File: src/rtl/seg7_scan_driver.sv
// Four-digit multiplexed seven-segment driver with frame-synchronous double buffering.
// Optional leading-zero blanking is enabled by defining SEG7_LZB_EN.
module seg7_scan_driver #(
    parameter int unsigned CLK_DIV = 50000
) (
    input  logic       clk,
    input  logic       rst_n,
    input  logic       load,
    input  logic       neg,
    input  logic [3:0] bcd2,
    input  logic [3:0] bcd1,
    input  logic [3:0] bcd0,
    output logic [3:0] an,
    output logic [6:0] seg,
    output logic       frame
);

    localparam int unsigned CntW = (CLK_DIV > 1) ? $clog2(CLK_DIV) : 1;
    localparam logic [CntW-1:0] CntMax = CntW'(CLK_DIV - 1);

    localparam logic [6:0] SegBlank = 7'h7F;
    localparam logic [6:0] SegMinus = 7'h3F;
    localparam logic [6:0] SegErr   = 7'h06;

    // Buffer layout: {neg, hundreds, tens, ones}
    logic [CntW-1:0] cnt_q, cnt_d;
    logic [1:0]      idx_q, idx_d;
    logic            pending_q, pending_d;
    logic [12:0]     stg_q, stg_d;
    logic [12:0]     disp_q, disp_d;
    logic [3:0]      an_q, an_d;
    logic [6:0]      seg_q, seg_d;
    logic            frame_q;

    logic            tc;
    logic            boundary;
    logic [12:0]     load_val;
    logic            disp_neg;
    logic [3:0]      disp_h, disp_t, disp_o;
    logic            blank_h, blank_t;

    function automatic logic [6:0] digit_code(input logic [3:0] d);
        logic [6:0] code;
        case (d)
            4'd0:    code = 7'h40;
            4'd1:    code = 7'h79;
            4'd2:    code = 7'h24;
            4'd3:    code = 7'h30;
            4'd4:    code = 7'h19;
            4'd5:    code = 7'h12;
            4'd6:    code = 7'h02;
            4'd7:    code = 7'h78;
            4'd8:    code = 7'h00;
            4'd9:    code = 7'h10;
            default: code = SegErr;
        endcase
        return code;
    endfunction

    assign tc       = (cnt_q == CntMax);
    assign boundary = tc && (idx_q == 2'd3);
    assign load_val = {neg, bcd2, bcd1, bcd0};

    assign disp_neg = disp_q[12];
    assign disp_h   = disp_q[11:8];
    assign disp_t   = disp_q[7:4];
    assign disp_o   = disp_q[3:0];

`ifdef SEG7_LZB_EN
    assign blank_h = (disp_h == 4'd0);
    assign blank_t = blank_h && (disp_t == 4'd0);
`else
    assign blank_h = 1'b0;
    assign blank_t = 1'b0;
`endif

    // Prescaler and digit index
    always_comb begin
        cnt_d = cnt_q + 1'b1;
        idx_d = idx_q;
        if (tc) begin
            cnt_d = '0;
            idx_d = idx_q + 2'd1;
        end
    end

    // Staging / display buffers; a load on the boundary bypasses staging
    always_comb begin
        stg_d     = stg_q;
        pending_d = pending_q;
        disp_d    = disp_q;
        if (load) begin
            stg_d     = load_val;
            pending_d = 1'b1;
        end
        if (boundary && (pending_q || load)) begin
            disp_d    = load ? load_val : stg_q;
            pending_d = 1'b0;
        end
    end

    // Output decode from current index and display buffer
    always_comb begin
        an_d  = ~(4'b0001 << idx_q);
        seg_d = SegBlank;
        case (idx_q)
            2'd0:    seg_d = digit_code(disp_o);
            2'd1:    seg_d = blank_t ? SegBlank : digit_code(disp_t);
            2'd2:    seg_d = blank_h ? SegBlank : digit_code(disp_h);
            default: seg_d = disp_neg ? SegMinus : SegBlank;
        endcase
    end

    always_ff @(posedge clk or negedge rst_n) begin
        if (!rst_n) begin
            cnt_q     <= '0;
            idx_q     <= 2'd0;
            pending_q <= 1'b0;
            stg_q     <= '0;
            disp_q    <= '0;
            an_q      <= 4'b1111;
            seg_q     <= SegBlank;
            frame_q   <= 1'b0;
        end else begin
            cnt_q     <= cnt_d;
            idx_q     <= idx_d;
            pending_q <= pending_d;
            stg_q     <= stg_d;
            disp_q    <= disp_d;
            an_q      <= an_d;
            seg_q     <= seg_d;
            frame_q   <= boundary;
        end
    end

    assign an    = an_q;
    assign seg   = seg_q;
    assign frame = frame_q;

endmodule

File: config.mk
export PLATFORM = sky130hd
export DESIGN_NAME = seg7_scan_driver
export DESIGN_NICKNAME = d
export VERILOG_FILES = /design/src/rtl/seg7_scan_driver.sv
export SDC_FILE = /design/constraint.sdc
export NUM_CORES = 1
export LEC_CHECK = 0
export ABC_AREA = 1
export CORE_UTILIZATION = 57
export DETAILED_ROUTE_END_ITERATION = 10
export HOLD_SLACK_MARGIN = 0.03
export PLACE_DENSITY_LB_ADDON = 0.3
export SLEW_MARGIN = 40
export SYNTH_ARGS = -nofsm -noshare
export SYNTH_HDL_FRONTEND = slang
export SYNTH_SLANG_ARGS = --single-unit
File: constraint.sdc
create_clock -name clk -period 1.62 [get_ports clk]
set_input_delay 0.243 -clock clk [delete_from_list [all_inputs] [get_ports clk]]
set_output_delay 0.243 -clock clk [all_outputs]
set_load 0.03 [all_outputs]
==> metrics.txt, run 1 <==
status=finished, final reports clean; antenna cell count=0; crit path launch type=flip-flop; internal power=between 2000 and 2500 uW; most frequent cell after synthesis=nand2_1; Setup CP Type=reg2reg; Sw Ratio=approximately a quarter; x dimension of the die=around 75 um; Routed Antenna Nets=0; wirelength, routed=approximately 6000 um; post-detailed-route DRC marker count=0; min cycle time layout=about 1.5 ns; postcts setup bufs=0; Post-Synthesis Cell Area=3060 um^2; clk root buf=clkbuf_8; drt first pass iters=4; full die area=approximately 5700 um^2; Slew Limit Fails=0; area leader, netlist=dfrtp_1; top cells by area, synth=dfrtp_1 (38%), nand2_1 (15%), ha_1 (9.8%), dfstp_2 (9.5%), inv_1 (5.8%); max_cap viols=0; power per cell area=806 nW/um^2; Placeable Area=~5100 um^2; initial drt markers=about 220; Flop pwr share=~50%; Post-Synthesis Net Count=between 400 and 500; post-synthesis sequential area ratio=a little under half; Main synth FF type=dfrtp_1; crit-path cells=ha_1 -> nand2_1 -> nor2_1 -> nand3_1 -> nor2_2 -> buf_6 -> nand4_1 -> nand2_1; CP peak stage delay=a little under 0.4 ns; TritonCTS clock tree=yes; final setup fails=0; Peak VDD IR=a little under 700 uV; Setup TNS=0 ns; Yosys cell types=26; H-Tree Depth=3; area of the multi-input gates=1400 um^2; first-pass GRT wire length=about 9900 um; Rows=26; Clk network pwr share=between 40% and 50%; post-place setup slack=between 0.07 and 0.08 ns; CP endpoint kind=flip-flop; top-area cell type share of the netlist area=a little under two fifths; count of input and output buffers=27; Layout Area Growth over Synthesis=19.5%; WL per Instance=between 10 and 15 um; Tcrit/Tclk final=just over 90%; Worst Path Max Fanout=18; Crit-path slowest cell=dfrtp_1; CTS sink cnt=57; DP Wirelength=~4200 um; kind of cell adding the most delay to the critical path=simple AND/OR/NAND/NOR gates; synthesized area per cell=about 8.1 um^2; Final Skew=0.0117 ns; combinational share of power=~4.0%; Vias per Instance=approximately 5.2; CTS buffer count=9; Worst-path clk slew=about 0.07 ns; Register Area=~1400 um^2; initial antenna violation count=0; Max transition margin=~75%; Initial Utilization=between 50% and 60%; clk buf depth=2; CP Data Arrival Time=1.80 ns; Post-synth EDFFs=0; buffers plus inverters on the worst setup path=1; via count=around 2600; placer congestion estimate=around 0.96; Least-Margin Pin Slew=roughly 0.37 ns; Mapped Cells=~380; Synth warnings=0; fmax=around 660 MHz; CP required=between 1.5 and 2 ns; final setup margin=between 0.1 and 0.15 ns; Hold Crit Class=in2async; final-stage net count=between 400 and 500; I/O pins=28; largest net degree at the start of global routing=58; CP most frequent cell=nand2_1; P_leak=0.00190 uW; Worst-Skew Late Latency=0.35 ns; Post-synth ARST share=100%; total grt overflow=0; Final Hold Vio Count=0; NetSw=between 600 and 700 uW; vias in the first global route=between 2000 and 2500; Total Routing Usage GR=between 20% and 30%; share of cells above drive strength 1=about 10%; Die Y-Extent=about 75 um; #FFs+latches synth=57; Fillers=~410; Synth top cells by count=nand2_1 (119), inv_1 (47), dfrtp_1 (46)
tightest hold or removal path, cell delays in order:
cell and delay (ns):
dlygate4sd3_1 0.52, buf_2 0.12, buf_12 0.25
power by group through the flow:
stage | logic (uW) | clock network [uW] | registers (uW)
5_1_grt | 135 | 1430 | 1460
3_3_place_gp | 115 | 0 | 1480
6_report | 119 | 1370 | 1460
3_5_place_dp | 117 | 0 | 1490
2_1_floorplan | 38.2 | 0 | 1480
4_1_cts | 120 | 1370 | 1460
metal layers:
metal / wire, um / up-vias / global-route usage [%]
met4: 102 / 0 / 10.9
met5: 0 / - / 0
met2: 2740 / 82 / 35.3
met1: 2950 / 1182 / 34.4
met3: 295 / 13 / 4.82
li1: - / 1278 / -
per-stage QoR:
stage / instances / hold WS (ns) / util [%] / power (uW) / instance area, um^2
2_1_floorplan: 378 / -0.0526 / - / 1520 / 3060
3_3_place_gp: 475 / 0.259 / 66.8 / 1600 / 3430
3_5_place_dp: 475 / 0.260 / 66.8 / 1600 / 3430
4_1_cts: 492 / 0.431 / 70.7 / 2950 / 3630
5_1_grt: 492 / 0.464 / 71.1 / 3030 / 3650
6_report: 492 / 0.397 / 71.1 / 2940 / 3650
logic make-up after synthesis:
group	synth area share [%]
simple gates	29.6
flops	47.1
buf+inv	7.53
fa+ha+maj	9.82
compound gates	4.26
xor+xnor	1.72
what timing repair did:
item	CTS	global route
hold buffers	1	0
setup endpoints to repair	11	15
endpoints found under the hold margin	46	0
resized for setup	11	5
pin swaps	0	0
path summary, 6_finish.rpt:
path / startpoint / endpoint / slack (ns) / cells after the start
min in group clk: bcd2[1] / stg_q[9]$_DFF_PN0_ / 0.45 / 3
min: rst_n / cnt_q[11]$_DFF_PN0_ / 0.40 / 3
max: cnt_q[0]$_DFF_PN0_ / disp_q[12]$_DFFE_PN0P_ / 0.11 / 8
max in group asynchronous: rst_n / an[3]$_DFF_PN1_ / 0.90 / 3
max reg2reg: cnt_q[0]$_DFF_PN0_ / disp_q[12]$_DFFE_PN0P_ / 0.11 / 8
min reg2reg: stg_q[8]$_DFF_PN0_ / stg_q[8]$_DFF_PN0_ / 0.47 / 2
flip-flops by register name, indices dropped and copies added (netlist names):
register and count:
pending_q 1, disp_q 13, seg 7, idx_q 2
frame 1, an 4, cnt_q 16, stg_q 13
cell usage in the layout, fill, tap and decap left out, types with 3 or more instances in the layout:
cell / n
dfrtp_1: 46
nand4_1: 18
buf_4: 6
o21ai_0: 7
xor2_1: 6
nor3_1: 6
clkdlybuf4s50_1: 14
nand3_1: 29
inv_1: 47
nand2_1: 118
dfstp_2: 11
clkbuf_8: 10
dlygate4sd2_1: 11
ha_1: 24
nor2_1: 36
a21oi_1: 6
o211ai_1: 3
area by class of cell:
class	instances	area share [%]
inverter	48	4.93
clock buffer	10	3.77
sequential	57	39.4
timing repair buffer	36	9.31
multi-input combinational	265	38.3
clock inverter	6	1.85
tap	70	2.40
Note: power is estimated with default switching activity, not from simulation.
==> run 2: changes to the inputs <==
- MAX_ROUTING_LAYER: default -> met4
- PLACE_DENSITY_LB_ADDON: 0.3 -> 0.1
- SLEW_MARGIN: 40 -> 20
==> run 2 against run 1 <==
  * Total power is 5.1% higher
  * Setup slack worse by 0.047 ns
  * Hold slack better by 0.0033 ns
  * Critical path type is now reg2out
  * Largest cell class unchanged
  * Via count hardly changed
  * Routed wire length is 5.9% higher
  * Sequential share of layout area is 0.44 points lower
  * Critical endpoint is now frame
==> metrics.txt, run 2 (synthesis results as in run 1) <==
status=finished, final reports clean; Crit-path slowest cell=clkdlybuf4s50_1; CP peak stage delay=0.66 ns; registers with the most flip-flops=cnt_q (16), disp_q (13), stg_q (13); crit-path cells=clkdlybuf4s50_1; Worst Path Max Fanout=1; final setup margin=about 0.062 ns; CP Data Arrival Time=about 1.3 ns; CTS buffer count=9; final-stage net count=~460; Slew Limit Fails=0; CP required=~1.4 ns; vias in the first global route=around 2300; Peak VDD IR=602 uV; via count=around 2600; Rows=26; CP endpoint kind=output port; post-detailed-route DRC marker count=0; Tcrit/Tclk final=a little over nine tenths; Most flops, register=cnt_q; Worst R2R Path Depth=6; initial antenna violation count=0; min cycle time layout=1.56 ns; Least-Margin Pin Slew=a little under 0.5 ns; clk root buf=clkbuf_8; P_leak=0.00190 uW; placer congestion estimate=0.953; initial drt markers=183; wirelength, routed=6450 um; Total Routing Usage GR=between 20 and 30%; Max transition margin=67.2%; Die Y-Extent=approximately 75 um; kind of cell adding the most delay to the critical path=buffers and inverters; buffers plus inverters on the worst setup path=1; Hold Crit Class=in2async; Vias per Instance=around 5.2; Routed Antenna Nets=0; final setup fails=0; first-pass GRT wire length=~10000 um; worst reg2reg startpoint=cnt_q[7]$_DFF_PN0_; Placeable Area=around 5000 um^2; top routing layer in use=met4; Register Area=1440 um^2; CTS sink cnt=57; largest net degree at the start of global routing=30; total grt overflow=0; FF-to-FF End=pending_q$_DFFE_PN0P_; met1 WL=between 3000 and 4000 um; Fillers=428; Setup CP Type=reg2out; max_cap viols=0; Final Hold Vio Count=0; Worst-Skew Late Latency=about 0.33 ns; post-place setup slack=~0.062 ns; drt first pass iters=5; fmax=around 640 MHz; crit path launch type=flip-flop; met3 routed wirelength=390 um; count of input and output buffers=27; clk buf depth=2; final core utilization=71.9%; Final Skew=between 0.01 and 0.015 ns; I/O pins=28; WL met2=between 2000 and 3000 um; area of the multi-input gates=~1400 um^2; hold slack=0.401 ns; Largest register FFs=16; R2R Setup Slk=around 0.080 ns; full die area=approximately 5700 um^2; power per cell area=approximately 840 nW/um^2; WL per Instance=roughly 13 um; Layout Area Growth over Synthesis=20.9%; antenna cell count=0; H-Tree Depth=3; x dimension of the die=between 70 and 80 um; TritonCTS clock tree=yes; commonest non-fill, non-tap cell in the layout=nand2_1; DP Wirelength=around 4400 um; share of cells above drive strength 1=10.4%; Worst-path clk slew=around 0.070 ns; Initial Utilization=59.5%; commonest non-fill, non-tap cells in the layout=nand2_1 (119), inv_1 (47), dfrtp_1 (46)
[run 2: cell count changes in the layout (fill, tap and decap cells not counted), sizes merged]
cell / change
clkinvlp: -2
dlymetal6s2s: -1
buf: +1
bufinv: +1
clkinv: -2
clkbuf: +4
clkdlybuf4s50: +1
[run 2: worst max-delay path by stage]
stage,cells after the start,start,end
finish,1,frame$_DFF_PN0_,frame
global route,8,cnt_q[0]$_DFF_PN0_,cnt_q[12]$_DFF_PN0_
CTS,1,frame$_DFF_PN0_,frame
detailed placement,5,load,disp_q[5]$_DFFE_PN0P_
global placement,5,load,disp_q[11]$_DFFE_PN0P_
floorplan,7,cnt_q[0]$_DFF_PN0_,disp_q[6]$_DFFE_PN0P_
[run 2: final cells by class]
| cell class | instances | area share, % |
|---|---|---|
| Sequential cell | 57 | 39.0 |
| Multi-Input combinational cell | 265 | 38.2 |
| Timing Repair Buffer | 38 | 9.55 |
| Inverter | 48 | 4.87 |
| Clock buffer | 13 | 4.30 |
| Tap cell | 70 | 2.37 |
| Clock inverter | 3 | 1.76 |
[run 2: repair_timing]
action	4_1_cts	5_1_grt
cloned	0	1
resized for setup	11	8
endpoints found under the setup margin	11	18
pin swaps	0	1
endpoints found under the hold margin	7	0
setup buffers	0	2
hold buffers	1	0
[run 2: through the flow]
step | std cells | instance area [um^2] | TNS, ns | power (uW)
final | 494 | 3700 | 0 | 3100
after global placement | 474 | 3430 | 0 | 1600
after CTS | 491 | 3650 | 0 | 3110
after global routing | 494 | 3700 | -0.0467 | 3180
after detailed placement | 474 | 3430 | 0 | 1610
after floorplan | 378 | 3060 | 0 | 1520
[run 2: where the power goes]
group | leakage [uW] | switching (uW) | internal (uW)
Combinational | 0.00108 | 66.8 | 52.8
Clock | 0.000114 | 566 | 949
Sequential | 0.000714 | 7.92 | 1450
Total | 0.00190 | 640 | 2460
[run 2: layer usage]
layer | track usage, % | vias up
met2 | 37.1 | 106
met1 | 36.0 | 1157
met4 | 8.02 | 0
met3 | 6.02 | 8
met5 | - | -
li1 | - | 1286
==> run 3: changes to the inputs <==
- CORE_UTILIZATION: 57 -> 25
==> run 3 against run 2 <==
  * Hold slack improved by 0.055 ns
  * Total power rose by 6.5%
  * Non-clock buffer count fell by 2
  * Clock power rose by 13%
  * Clock skew fell by 0.0075 ns
  * Sequential share of layout area fell by 1.5 points
  * Routed wire length rose by 16%
  * Clock-buffer cell count rose by 3
  * Utilization fell by 40 points
  * Combinational power rose by 4%
  * Sequential power barely moved
  * Critical endpoint unchanged
  * Largest cell class unchanged
==> metrics.txt, run 3 (synthesis results as in run 1) <==
status=finished, final reports clean; first-pass GRT wire length=approximately 13000 um; post-detailed-route DRC marker count=0; I/O pins=28; share of cells above drive strength 1=under 10%; fmax=about 650 MHz; x dimension of the die=~110 um; total grt overflow=0; FF-to-FF End=disp_q[9]$_DFFE_PN0P_; H-Tree Depth=3; CP required=roughly 1.4 ns; Least-Margin Pin Slew=about 0.46 ns; TritonCTS clock tree=yes; Tcrit/Tclk final=a little over nine tenths; final setup margin=around 0.072 ns; CP peak stage delay=0.66 ns; Hold Crit Class=in2async; P_leak=about 0.0019 uW; crit path from=frame$_DFF_PN0_; clk root buf=clkbuf_16; Crit-path slowest cell=clkdlybuf4s50_1; Rows=40; Levels on crit path=1; CP Data Arrival Time=between 1 and 1.5 ns; Worst Path Max Fanout=1; full die area=between 10000 and 15000 um^2; R2R Setup Slk=approximately 0.13 ns; combinational share of power=between 3 and 4%; internal power=~2600 uW; post-place setup slack=-0.0130 ns; unrepaired setup endpoints after global routing=false; largest net degree at the start of global routing=58; Final Hold Vio Count=0; initial antenna violation count=0; Slew Limit Fails=0; vias in the first global route=about 2600; Die Y-Extent=between 100 and 150 um; Max transition margin=a little over two thirds; CTS buffer count=9; final setup fails=0; Peak VDD IR=between 300 and 400 uV; Final Skew=0.00435 ns; Total Routing Usage GR=around 14%; max_cap viols=0; Clk network pwr share=approximately 52%; registers with the most flip-flops=cnt_q (16), disp_q (13), stg_q (13); commonest non-fill, non-tap cells in the layout=nand2_1 (118), inv_1 (47), dfrtp_1 (46); Sw Ratio=a little over a fifth; Largest register FFs=16; NetSw=710 uW; Worst R2R Path Depth=6; Setup TNS=0 ns; kind of cell adding the most delay to the critical path=buffers and inverters; CTS sink cnt=57; antenna cell count=0; Placeable Area=between 10000 and 15000 um^2; Layout Area Growth over Synthesis=25.7%; count of input and output buffers=27; Initial Utilization=25.6%; clk buf depth=2; Worst-path clk slew=~0.050 ns; Flop pwr share=about 44%; commonest non-fill, non-tap cell in the layout=nand2_1; crit path launch type=flip-flop; DP Wirelength=between 5000 and 6000 um; drt first pass iters=4; placer congestion estimate=about 0.81; via count=~2500; initial drt markers=46; Vias per Instance=4.40; wirelength, routed=between 7000 and 8000 um; power per cell area=858 nW/um^2; min cycle time layout=1.55 ns; end point of the critical path=frame; postcts setup bufs=0; buffers plus inverters on the worst setup path=1; WL per Instance=about 13 um; Worst-Skew Late Latency=approximately 0.33 ns; Setup CP Type=reg2out; crit-path cells=clkdlybuf4s50_1; Routed Antenna Nets=0; Most flops, register=cnt_q; CP endpoint kind=output port; final-stage net count=approximately 460; worst reg2reg startpoint=cnt_q[0]$_DFF_PN0_
run 3: cell type report:
type,instances,area (um^2)
Sequential cell,57,1440
Tap cell,147,184
Inverter,48,180
Clock buffer,16,262
Fill cell,1278,8120
Multi-Input combinational cell,266,1430
Timing Repair Buffer,36,347
run 3: how the worst min path moves through the flow:
stage          startpoint                    end  slack (ns)  depth (start not counted)
2_1_floorplan       rst_n     cnt_q[0]$_DFF_PN0_       -0.05                          0
3_5_place_dp        rst_n    stg_q[10]$_DFF_PN0_        0.28                          2
5_1_grt             rst_n  disp_q[6]$_DFFE_PN0P_        0.49                          3
6_report            rst_n  disp_q[3]$_DFFE_PN0P_        0.46                          3
3_3_place_gp        rst_n  disp_q[8]$_DFFE_PN0P_        0.28                          2
4_1_cts             rst_n    stg_q[10]$_DFF_PN0_        0.47                          3
run 3: metrics by stage:
stage	power, uW	hold slack (ns)	util [%]	cell area (um^2)	std cells
after floorplan	1520	-0.0526	-	3060	378
after global placement	1610	0.280	29.6	3540	552
after detailed placement	1610	0.280	29.6	3540	552
after CTS	3360	0.466	31.8	3810	569
after global routing	3450	0.495	32.1	3840	570
final	3300	0.456	32.1	3840	570
run 3: power by group through the flow:
stage / logic (uW) / clock network [uW] / registers [uW]
detailed placement: 129 / 0 / 1490
CTS: 131 / 1770 / 1460
floorplan: 38.2 / 0 / 1480
finish: 125 / 1710 / 1460
global placement: 128 / 0 / 1490
global route: 146 / 1840 / 1470
run 3: layer usage:
layer / track usage [%] / wire length (um) / vias to the layer above
li1: - / - / 1291
met4: 6.67 / 154 / 0
met5: - / 0 / -
met3: 4.00 / 215 / 13
met1: 16.0 / 3520 / 1174
met2: 21.6 / 3590 / 28
run 3: tightest hold or removal path, stage by stage:
cell           delay (ns)
dlygate4sd3_1        0.52
buf_2                0.12
buf_12               0.29
run 3: repair_timing:
| item | CTS | global route |
|---|---|---|
| setup endpoints to repair | 15 | 6 |
| pin swaps | 0 | 2 |
| hold endpoints to repair | 46 | 0 |
| gates cloned | 0 | 1 |
| hold buffers | 1 | 0 |
| resized for setup | 12 | 8 |
